## src/rtl/count_seq_ctrl_if.sv

```systemverilog
// Host-facing command/status bundle for the run-to-limit counter sequencer.
// The host drives commands through master; the controller answers through slave.
interface count_seq_ctrl_if #(
    parameter int WIDTH  = 3,
    parameter int WRAP_W = 4
);
    logic              start;
    logic              pause;
    logic              abort;
    logic              auto_reload;
    logic [WIDTH-1:0]  load_val;
    logic [WIDTH-1:0]  count;
    logic [1:0]        state;
    logic              busy;
    logic              done;
    logic [WRAP_W-1:0] wraps;

    modport master (
        output start, pause, abort, auto_reload, load_val,
        input  count, state, busy, done, wraps
    );

    modport slave (
        input  start, pause, abort, auto_reload, load_val,
        output count, state, busy, done, wraps
    );
endinterface

```

## src/rtl/count_seq_ctrl.sv

```systemverilog
// Sequencer that turns a free-running up-counter into a run-to-limit timer with
// pause/abort, optional auto-reload, a one-cycle done pulse and a wrap tally.
module count_seq_ctrl #(
    parameter int WIDTH  = 3,
    parameter int WRAP_W = 4
) (
    input  logic             clk,
    input  logic             rst,
    count_seq_ctrl_if.slave  bus
);
    typedef enum logic [1:0] {
        IDLE  = 2'd0,
        RUN   = 2'd1,
        PAUSE = 2'd2,
        DONE  = 2'd3
    } state_e;

    state_e            state_q, state_d;
    logic [WIDTH-1:0]  count_q, count_d;
    logic [WIDTH-1:0]  limit_q, limit_d;
    logic              mode_q, mode_d;
    logic              done_q, done_d;
    logic [WRAP_W-1:0] wraps_q, wraps_d;

    always_ff @(posedge clk) begin
        if (rst) begin
            state_q <= IDLE;
            count_q <= '0;
            limit_q <= '0;
            mode_q  <= 1'b0;
            done_q  <= 1'b0;
            wraps_q <= '0;
        end else begin
            state_q <= state_d;
            count_q <= count_d;
            limit_q <= limit_d;
            mode_q  <= mode_d;
            done_q  <= done_d;
            wraps_q <= wraps_d;
        end
    end

    always_comb begin
        state_d = state_q;
        count_d = count_q;
        limit_d = limit_q;
        mode_d  = mode_q;
        done_d  = 1'b0;
        wraps_d = wraps_q;
        unique case (state_q)
            IDLE: begin
                count_d = '0;
                if (!bus.abort && bus.start) begin
                    limit_d = bus.load_val;
                    mode_d  = bus.auto_reload;
                    wraps_d = '0;
                    state_d = RUN;
                end
            end
            RUN: begin
                // Pause outranks the terminal check, so a pause at the limit
                // defers the done pulse until after the resume cycle.
                if (bus.abort) begin
                    state_d = IDLE;
                    count_d = '0;
                end else if (bus.pause) begin
                    state_d = PAUSE;
                end else if (count_q == limit_q) begin
                    done_d = 1'b1;
                    if (mode_q) begin
                        count_d = '0;
                        wraps_d = wraps_q + WRAP_W'(1);
                    end else begin
                        state_d = DONE;
                    end
                end else begin
                    count_d = count_q + WIDTH'(1);
                end
            end
            PAUSE: begin
                if (bus.abort) begin
                    state_d = IDLE;
                    count_d = '0;
                end else if (!bus.pause) begin
                    state_d = RUN;
                end
            end
            DONE: begin
                state_d = IDLE;
                count_d = '0;
            end
            default: begin
                state_d = IDLE;
                count_d = '0;
            end
        endcase
    end

    assign bus.count = count_q;
    assign bus.state = state_q;
    assign bus.busy  = (state_q == RUN) || (state_q == PAUSE);
    assign bus.done  = done_q;
    assign bus.wraps = wraps_q;
endmodule

```

## src/flat_wrapper.sv

```systemverilog
// flat-port wrapper written by rule: the top's interface ports become plain ports
module count_seq_ctrl_flat 
#(
    parameter int WIDTH  = 3,
    parameter int WRAP_W = 4
)
  (clk, rst, bus_start, bus_pause, bus_abort, bus_auto_reload, bus_load_val, bus_count, bus_state, bus_busy, bus_done, bus_wraps);
  count_seq_ctrl_if #(.WIDTH(WIDTH), .WRAP_W(WRAP_W)) bus_i ();
  input  logic clk;
  input  logic rst;
  input wire logic [$bits(bus_i.start)-1:0] bus_start;
  input wire logic [$bits(bus_i.pause)-1:0] bus_pause;
  input wire logic [$bits(bus_i.abort)-1:0] bus_abort;
  input wire logic [$bits(bus_i.auto_reload)-1:0] bus_auto_reload;
  input wire logic [$bits(bus_i.load_val)-1:0] bus_load_val;
  output wire logic [$bits(bus_i.count)-1:0] bus_count;
  output wire logic [$bits(bus_i.state)-1:0] bus_state;
  output wire logic [$bits(bus_i.busy)-1:0] bus_busy;
  output wire logic [$bits(bus_i.done)-1:0] bus_done;
  output wire logic [$bits(bus_i.wraps)-1:0] bus_wraps;
  assign bus_i.start = bus_start;
  assign bus_i.pause = bus_pause;
  assign bus_i.abort = bus_abort;
  assign bus_i.auto_reload = bus_auto_reload;
  assign bus_i.load_val = bus_load_val;
  assign bus_count = bus_i.count;
  assign bus_state = bus_i.state;
  assign bus_busy = bus_i.busy;
  assign bus_done = bus_i.done;
  assign bus_wraps = bus_i.wraps;
  count_seq_ctrl #(.WIDTH(WIDTH), .WRAP_W(WRAP_W)) u_core (.clk(clk), .rst(rst), .bus(bus_i));
endmodule
```

## config.mk

```make
export PLATFORM = sky130hd
export DESIGN_NAME = count_seq_ctrl_flat
export DESIGN_NICKNAME = d
export VERILOG_FILES = /design/src/rtl/count_seq_ctrl_if.sv /design/src/rtl/count_seq_ctrl.sv /design/src/flat_wrapper.sv
export SDC_FILE = /design/constraint.sdc
export NUM_CORES = 1
export LEC_CHECK = 0
export ABC_AREA = 1
export CORE_UTILIZATION = 35
export DETAILED_ROUTE_END_ITERATION = 16
export GPL_ROUTABILITY_DRIVEN = 0
export HOLD_SLACK_MARGIN = 0.1
export PLACE_DENSITY = 0.57
export RECOVER_POWER = 100
export SYNTH_ARGS = -nofsm -noshare
export SYNTH_HDL_FRONTEND = slang
export SYNTH_SLANG_ARGS = --single-unit
```

## constraint.sdc

```tcl
create_clock -name clk -period 1.7 [get_ports clk]
set_input_delay 0.34 -clock clk [delete_from_list [all_inputs] [get_ports clk]]
set_output_delay 0.34 -clock clk [all_outputs]
set_load 0.05 [all_outputs]
```

# == After elaboration in Yosys (flattened, before gate mapping) ==
# Cells that the tools add are included.
# W data, S select, Z words.
# classes
eq_ne,15
n_reduce_logical,11
bitwise,1
addsub,2
muxes,21
# ops
cell,count
$mux W4,5
$mux W3,5
$mux W2,7
$pmux W3 S3,1
$ne A4 B3 Y1 const B,2
$pmux W2 S4,1
$pmux W4 S2,1
$ne A2 B1 Y1 const B,3
$ne A2 B2 Y1 const B,3
$ne A3 B3 Y1 const B,2
$reduce_and A6 Y1,1
$add A4 B1 Y4 const B,1
$eq A2 B2 Y1 const B,2
$ne A4 B4 Y1 const B,1
$reduce_and A4 Y1,1
$reduce_or A4 Y1,1
$add A3 B1 Y3 const B,1
$eq A3 B3 Y1,1
$reduce_and A3 Y1,1
$eq A2 B1 Y1 const B,1
$logic_not A2 Y1,1
$reduce_and A2 Y1,1
$reduce_bool A2 Y1,1
$reduce_or A2 Y1,1
other kinds (5),5
# word_totals
reg_bits,14
output_inout_bits,11
input_bits,9

# == Logic depth before layout (Yosys ltp) ==
# Gate-level depths: netlist (run 1).
# logic_depth
depth_word,6
ltp_mapped,12
mapped_depth_nobuf,11

# == Worst setup path before layout (run 1) ==
# Ideal clock, no wire load.
# synth_path
path_kind,register to output
start,register u_core.state_q[0] (netlist: u_core.bus.state[0])
end,output port bus_busy
setup_slack_ns,-0.022
required_time_ns,1.360
stages_incl_launch_ff,3
t_arrival_ns,1.382
n_path_buf,0
cell_sequence,dfxtp_1 -> inv_1 -> ha_1
# synth_via
elab_chain_len,2
elab_cells_between_ends,3
classes_between,2 x eq/ne; 1 x reduce/logical
# synth_lines
element,line_no,text
start: declaration,count_seq_ctrl.sv:18,"state_e state_q, state_d;"
start signal: assignment,count_seq_ctrl.sv:34,state_q <= state_d;
$eq A2 B1 Y1 / $eq A2 B2 Y1 (equally long branches),count_seq_ctrl.sv:101,assign bus.busy = (state_q == RUN) || (state_q == PAUSE);
$logic_or A1 B1 Y1 (*),count_seq_ctrl.sv:101,
end: declaration,flat_wrapper.sv:18,output wire logic [$bits(bus_i.busy)-1:0] bus_busy;
# Mark *: on every way between the ends. The rest lies on a longest branch, timed or not.

# == Final worst setup path (run 1) ==
# Ends and elaborated chain as after synthesis.

==> results of run 1 <==
==> stage by stage <==
step	std cells	hold WS, ns	cell area, um2
6_report	183	0.473	1090
3_5_place_dp	180	0.461	1130
4_1_cts	183	0.473	1160
5_1_grt	183	0.491	1090
3_3_place_gp	180	0.444	1130
2_1_floorplan	132	0.418	911
==> Yosys cell counts <==
cell / number / share of area [%]
nand4_2: 2 / 2.8
nor2_1: 11 / 4.5
buf_6: 2 / 2.5
dfxtp_1: 14 / 31
nor2_2: 3 / 2.1
nand3_1: 16 / 8.8
a31o_2: 1 / 0.96
o21ai_1: 1 / 0.55
ha_1: 5 / 6.9
nand2_4: 2 / 2.5
or2_2: 1 / 0.69
a21oi_1: 9 / 5.0
nand2_2: 5 / 3.4
a21oi_2: 1 / 0.96
inv_1: 16 / 6.6
xor2_1: 1 / 0.96
nor3_1: 1 / 0.55
inv_2: 7 / 2.9
nand4_1: 2 / 1.4
nor2_4: 1 / 1.2
o21ai_0: 4 / 2.2
o21a_2: 1 / 0.96
nand2_1: 26 / 11
==> path summary, 6_finish.rpt <==
path / start / end / slack (ns) / cells past startpoint
setup / recovery: u_core.bus.state[0]$_SDFFE_PP0P_ / bus_busy / 0.13 / 3
hold / removal: u_core.limit_q[1]$_SDFFE_PP0P_ / u_core.limit_q[1]$_SDFFE_PP0P_ / 0.47 / 2
setup reg to reg: u_core.bus.state[0]$_SDFFE_PP0P_ / u_core.bus.wraps[3]$_SDFFE_PP0P_ / 0.20 / 7
hold reg to reg: u_core.limit_q[1]$_SDFFE_PP0P_ / u_core.limit_q[1]$_SDFFE_PP0P_ / 0.47 / 2
==> per-layer routing <==
metal	share of wire, %	global-route usage [%]	vias up
met4	1.3	5.26	0
met1	50	19.4	367
met3	4.5	6.03	4
li1	-	-	461
met5	0	0	-
met2	44	23.6	16
==> cell families (layout without fill, tap and decap cells) <==
kind of cell	count (synthesis)	count (layout)	share of synthesized area (%)
adder cells (fa/ha/maj)	5	5	6.89
flip-flops	14	14	30.9
AO/OA/AOI/OAI	17	17	10.6
AND/OR/NAND/NOR	70	70	38.7
buffers and inverters	25	46	12.0
XOR/XNOR	1	1	0.964
==> sequential cells by signal, indices dropped and copies added (netlist names) <==
signal and count:
u_core.bus.state 2, u_core.bus.wraps 4, u_core.bus.count 3, u_core.limit_q 3, u_core.bus.done 1, u_core.mode_q 1
==> power breakdown <==
group          switching, mW  internal, mW  total (mW)
clock                  0.102        0.0821       0.184
combinational          0.873         0.386        1.26
sequential             0.101         0.428       0.529
total                   1.08         0.895        1.97
==> final cells by class <==
type,instances,area share [%]
flip-flops and latches,14,25.8
clock buffers,3,2.07
well taps,30,3.46
repair buffers,20,14.3
multi-input cells,93,46.4
inverters,23,7.95
==> worst max-delay path, stage by stage, from the launching register on <==
cell	delay, ns
dfxtp_1	0.37
inv_1	0.09
ha_1	0.29
buf_4	0.19
==> impl_metrics.json, run 1 <==
{
  "cts_htree_levels": 1,
  "total_leakage_power_nw": 0.559,
  "cts_tree": "done",
  "start_util_pct": 37.0,
  "rows": 18,
  "power_mw": 1.97,
  "drive_gt1_share_pct": 18.3,
  "peakVddDrop_mv": 1.16,
  "postCtsSetupBuffers": 0,
  "seqCellArea_um2": 280,
  "hpwl_um": 1450,
  "max_slew_margin_pct": 60.7,
  "cts_resized": 0,
  "hold_path_class": "reg2reg",
  "crit_type": "reg2out",
  "synthesis.area_um2": 908,
  "hold_viol": 0,
  "via_per_inst": 4.63,
  "path_clk_slew_ns": 0.08,
  "period_share_pct": 92.2,
  "worst_pin_slew_ns": 0.593,
  "drtPass1Iterations": 4,
  "final_common_cell": "nand2_1",
  "ys_types": 23,
  "max-cap-violations": 0,
  "fin_util_pct": 44.2,
  "drcViolationCount": 0,
  "wl_per_cell_um": 10.1,
  "grt_pass1_vias": 734,
  "cp.required_ns": 1.36,
  "syn_avg_cell_area_um2": 6.88,
  "dieArea_mm2": 0.00280,
  "end_kind": "output port",
  "rsz0062_at_grt": "false",
  "vias": 848,
  "multi_input_area_um2": 504,
  "die_x_um": 52.9,
  "final_cell_mix": "nand2_1, inv_1, nand3_1",
  "maxSlewViolCount": 0,
  "ctsHoldBuffers": 0,
  "finalWirelength_um": 1860,
  "drt_iter0_markers": 13,
  "cts.sinks": 14,
  "setup_violations": 0,
  "ys_seq_area_share_pct": 30.9,
  "fmax_ghz": 0.638,
  "setup-tns-final_ns": 0,
  "synth-seq-cells": 14,
  "grtUsageTotal_pct": 15.4,
  "synth_warnings": 0,
  "status": "complete, no violations",
  "cts_buffers": 3,
  "p_per_area_mw_per_mm2": 1820,
  "io_buffers": 19,
  "grt_max_degree": 14,
  "period_minus_slack_ns": 1.57,
  "die_y_um": 52.9,
  "fin_ws_ns": 0.133,
  "synth_fp_nets": 146,
  "antenna_found_initial": 0,
  "start_kind": "flip-flop",
  "diodes": 0,
  "syn_to_final_growth_pct": 19.6,
  "clockBufferDepth": 2,
  "synthesis.instances": 132,
  "grt_pass1_wl_um": 3110,
  "core-area_mm2": 0.00245,
  "cts-root-buf": "clkbuf_4",
  "place_ws_ns": 0.00255,
  "fillers": 283,
  "io-pin-count": 20,
  "cp_max_fo": 3,
  "fin_nets": 169,
  "fin_worst_skew_ns": 0.00834,
  "ant_nets": 0,
  "worstSkewPairLatency_ns": 0.28,
  "worstPathArrival_ns": 1.23,
  "overflow": 0
}
(Power assumes the default switching activity.)
==> run 2, diff against run 1 <==
Settings changed: ABC_AREA 1 to unset.
==> run 2 against run 1 <==
- synthesized area down 2.5%
- fmax decreased by 1.6%
- combinational power down 79%
- final cell count down 16%
- first-iteration DRC count increased by 38%
- critical path depth is 3 higher
- largest power group is now registers
==> impl_metrics.json, run 2 <==
{
  "status": "complete, no violations",
  "core-area_mm2": 0.00230,
  "grtUsageTotal_pct": 16.9,
  "drcViolationCount": 0,
  "synthMuxAreaShare_pct": 4.52,
  "end_kind": "flip-flop",
  "start_util_pct": 38.6,
  "ys_types": 39,
  "setup-tns-final_ns": 0,
  "synth_compound_gate_area_share_pct": 21.3,
  "synth_most_common_cell": "dfxtp_1",
  "diodes": 0,
  "drtPass1Iterations": 4,
  "cp.required_ns": 1.92,
  "vias": 815,
  "cts-root-buf": "clkbuf_4",
  "synth-edff-count": 0,
  "synthXorXnorAreaFrac_pct": 8.47,
  "place_ws_ns": -0.147,
  "synthesis.instances": 95,
  "grt_max_degree": 9,
  "hold_viol": 0,
  "fmax_ghz": 0.628,
  "max_slew_margin_pct": 60.5,
  "synthesis.area_um2": 886,
  "hold_path_class": "reg2reg",
  "p_per_area_mw_per_mm2": 711,
  "worstSkewPairLatency_ns": 0.28,
  "yosysTopAreaCell": "dfxtp_1",
  "async_reset_ff_share_pct": 0,
  "power_mw": 0.821,
  "wl_per_cell_um": 13.2,
  "synth_warnings": 0,
  "fin_util_pct": 50.2,
  "antenna_found_initial": 0,
  "cts_htree_levels": 1,
  "cts_tree": "done",
  "total_leakage_power_nw": 0.467,
  "period_share_pct": 93.7,
  "worstPathArrival_ns": 1.82,
  "grt_pass1_vias": 757,
  "cp_max_fo": 7,
  "max-cap-violations": 0,
  "ctsHoldBuffers": 0,
  "ant_nets": 0,
  "fillers": 241,
  "cpPeakStageDelay_ns": 0.52,
  "peakVddDrop_mv": 0.434,
  "maxSlewViolCount": 0,
  "rows": 17,
  "grt_pass1_wl_um": 3360,
  "yosys.area_share.simple_pct": 23.3,
  "drt_iter0_markers": 18,
  "synth_top_family_by_area": "simple AND/OR/NAND/NOR gates",
  "fin_nets": 140,
  "finalWirelength_um": 2030,
  "syn_to_final_growth_pct": 30.2,
  "via_per_inst": 5.33,
  "fin_worst_skew_ns": 0.0101,
  "rsz0062_at_grt": "false",
  "fin_cells": 153,
  "syn_avg_cell_area_um2": 9.32,
  "crit_type": "reg2reg",
  "io-pin-count": 20,
  "cp_cell_sequence": "inv_1, ha_4, and3b_2, nand4_4, or4_1, o21ai_1",
  "synth_fa_ha_area_share_pct": 7.06,
  "final_cell_mix": "clkbuf_1, clkdlybuf4s50_1, buf_4",
  "fin_ws_ns": 0.107,
  "period_minus_slack_ns": 1.59,
  "ys.flop_type": "dfxtp_1",
  "ys_top_cells_by_count": "dfxtp_1, nand2_1, inv_1, nor2_1, ha_1",
  "overflow": 0,
  "dpl_cell_area_mm2": 0.00116,
  "synth_fp_nets": 109,
  "io_buffers": 19,
  "die_y_um": 52.3,
  "cts.sinks": 14,
  "place_inst": 148,
  "start_kind": "flip-flop",
  "crit_slowest_cell": "or4_1",
  "clockBufferDepth": 2,
  "die_x_um": 52.3,
  "path_clk_slew_ns": 0.09,
  "synth_top_cells_by_area": "dfxtp_1, ha_1, xnor2_2",
  "worst_pin_slew_ns": 0.596,
  "drive_gt1_share_pct": 24.0,
  "largest_reg_flops": 4,
  "final_common_cell": "clkbuf_1",
  "whs_ns": 0.498,
  "synth_top_area_share_pct": 31.6,
  "cts_buffers": 3,
  "final_area_mm2": 0.00115,
  "hpwl_um": 1590,
  "ys_seq_area_share_pct": 31.6,
  "setup_violations": 0,
  "synth-seq-cells": 14,
  "dieArea_mm2": 0.00274
}
run 2: cell types whose count changed in the layout (fill, tap and decap cells not counted), sizes merged, moves of 4 or more:
cell	before	now
nand2	33	7
inv	23	6
nand3	16	4
nor2	15	6
a21oi	10	2
buf	2	8
clkbuf	11	16
mux2i	0	4
run 2: timing repair:
action	CTS	global route
hold endpoints to repair	0	0
resized for setup	0	3
setup endpoints to repair	0	4
setup buffers	0	1
run 2: cells by family (layout without fill, tap and decap cells):
logic type | after synthesis | count (layout)
simple gates | 34 | 34
fa+ha+maj | 5 | 5
buf+inv | 8 | 38
mux | 4 | 4
flops | 14 | 14
xor+xnor | 6 | 6
compound gates | 24 | 24
run 2: power by group:
part	switching (mW)	internal (mW)	total, mW
registers	0.0162	0.342	0.359
clock network	0.110	0.0909	0.201
logic	0.155	0.106	0.261
total	0.282	0.539	0.821
run 2: worst max-delay path: cells and delay by family (launching register included):
kind	cells	cell delay, ns
DFF	1	0.35
and+or+nand+nor	3	0.86
adders and majority gates	1	0.15
buffers and inverters	1	0.10
AOI/OAI and AO/OA	1	0.08
run 2: area by class of cell:
class	count	area, um2	share of cell area, %
Timing Repair Buffer	28	190	16.5
Tap cell	28	35.0	3.04
Clock buffer	4	26.3	2.28
Sequential cell	14	292	25.3
Inverter	6	22.5	1.95
Multi-Input combinational cell	73	588	51.0
run 2: layer usage:
layer,track usage [%],part of all wire [%],up-vias
met5,0,0,-
met4,7.46,0.69,0
met3,4.06,3.3,2
met2,25.1,46,16
met1,22.7,50,379
li1,-,-,418
run 2: final timing paths:
kind                                         start                          endpoint  slack (ns)  cells past startpoint
hold / removal    u_core.bus.wraps[3]$_SDFFE_PP0P_  u_core.bus.wraps[3]$_SDFFE_PP0P_        0.50                      2
hold reg to reg   u_core.bus.wraps[3]$_SDFFE_PP0P_  u_core.bus.wraps[3]$_SDFFE_PP0P_        0.50                      2
setup / recovery  u_core.bus.state[1]$_SDFFE_PP0P_  u_core.bus.wraps[2]$_SDFFE_PP0P_        0.11                      6
setup reg to reg  u_core.bus.state[1]$_SDFFE_PP0P_  u_core.bus.wraps[2]$_SDFFE_PP0P_        0.11                      6
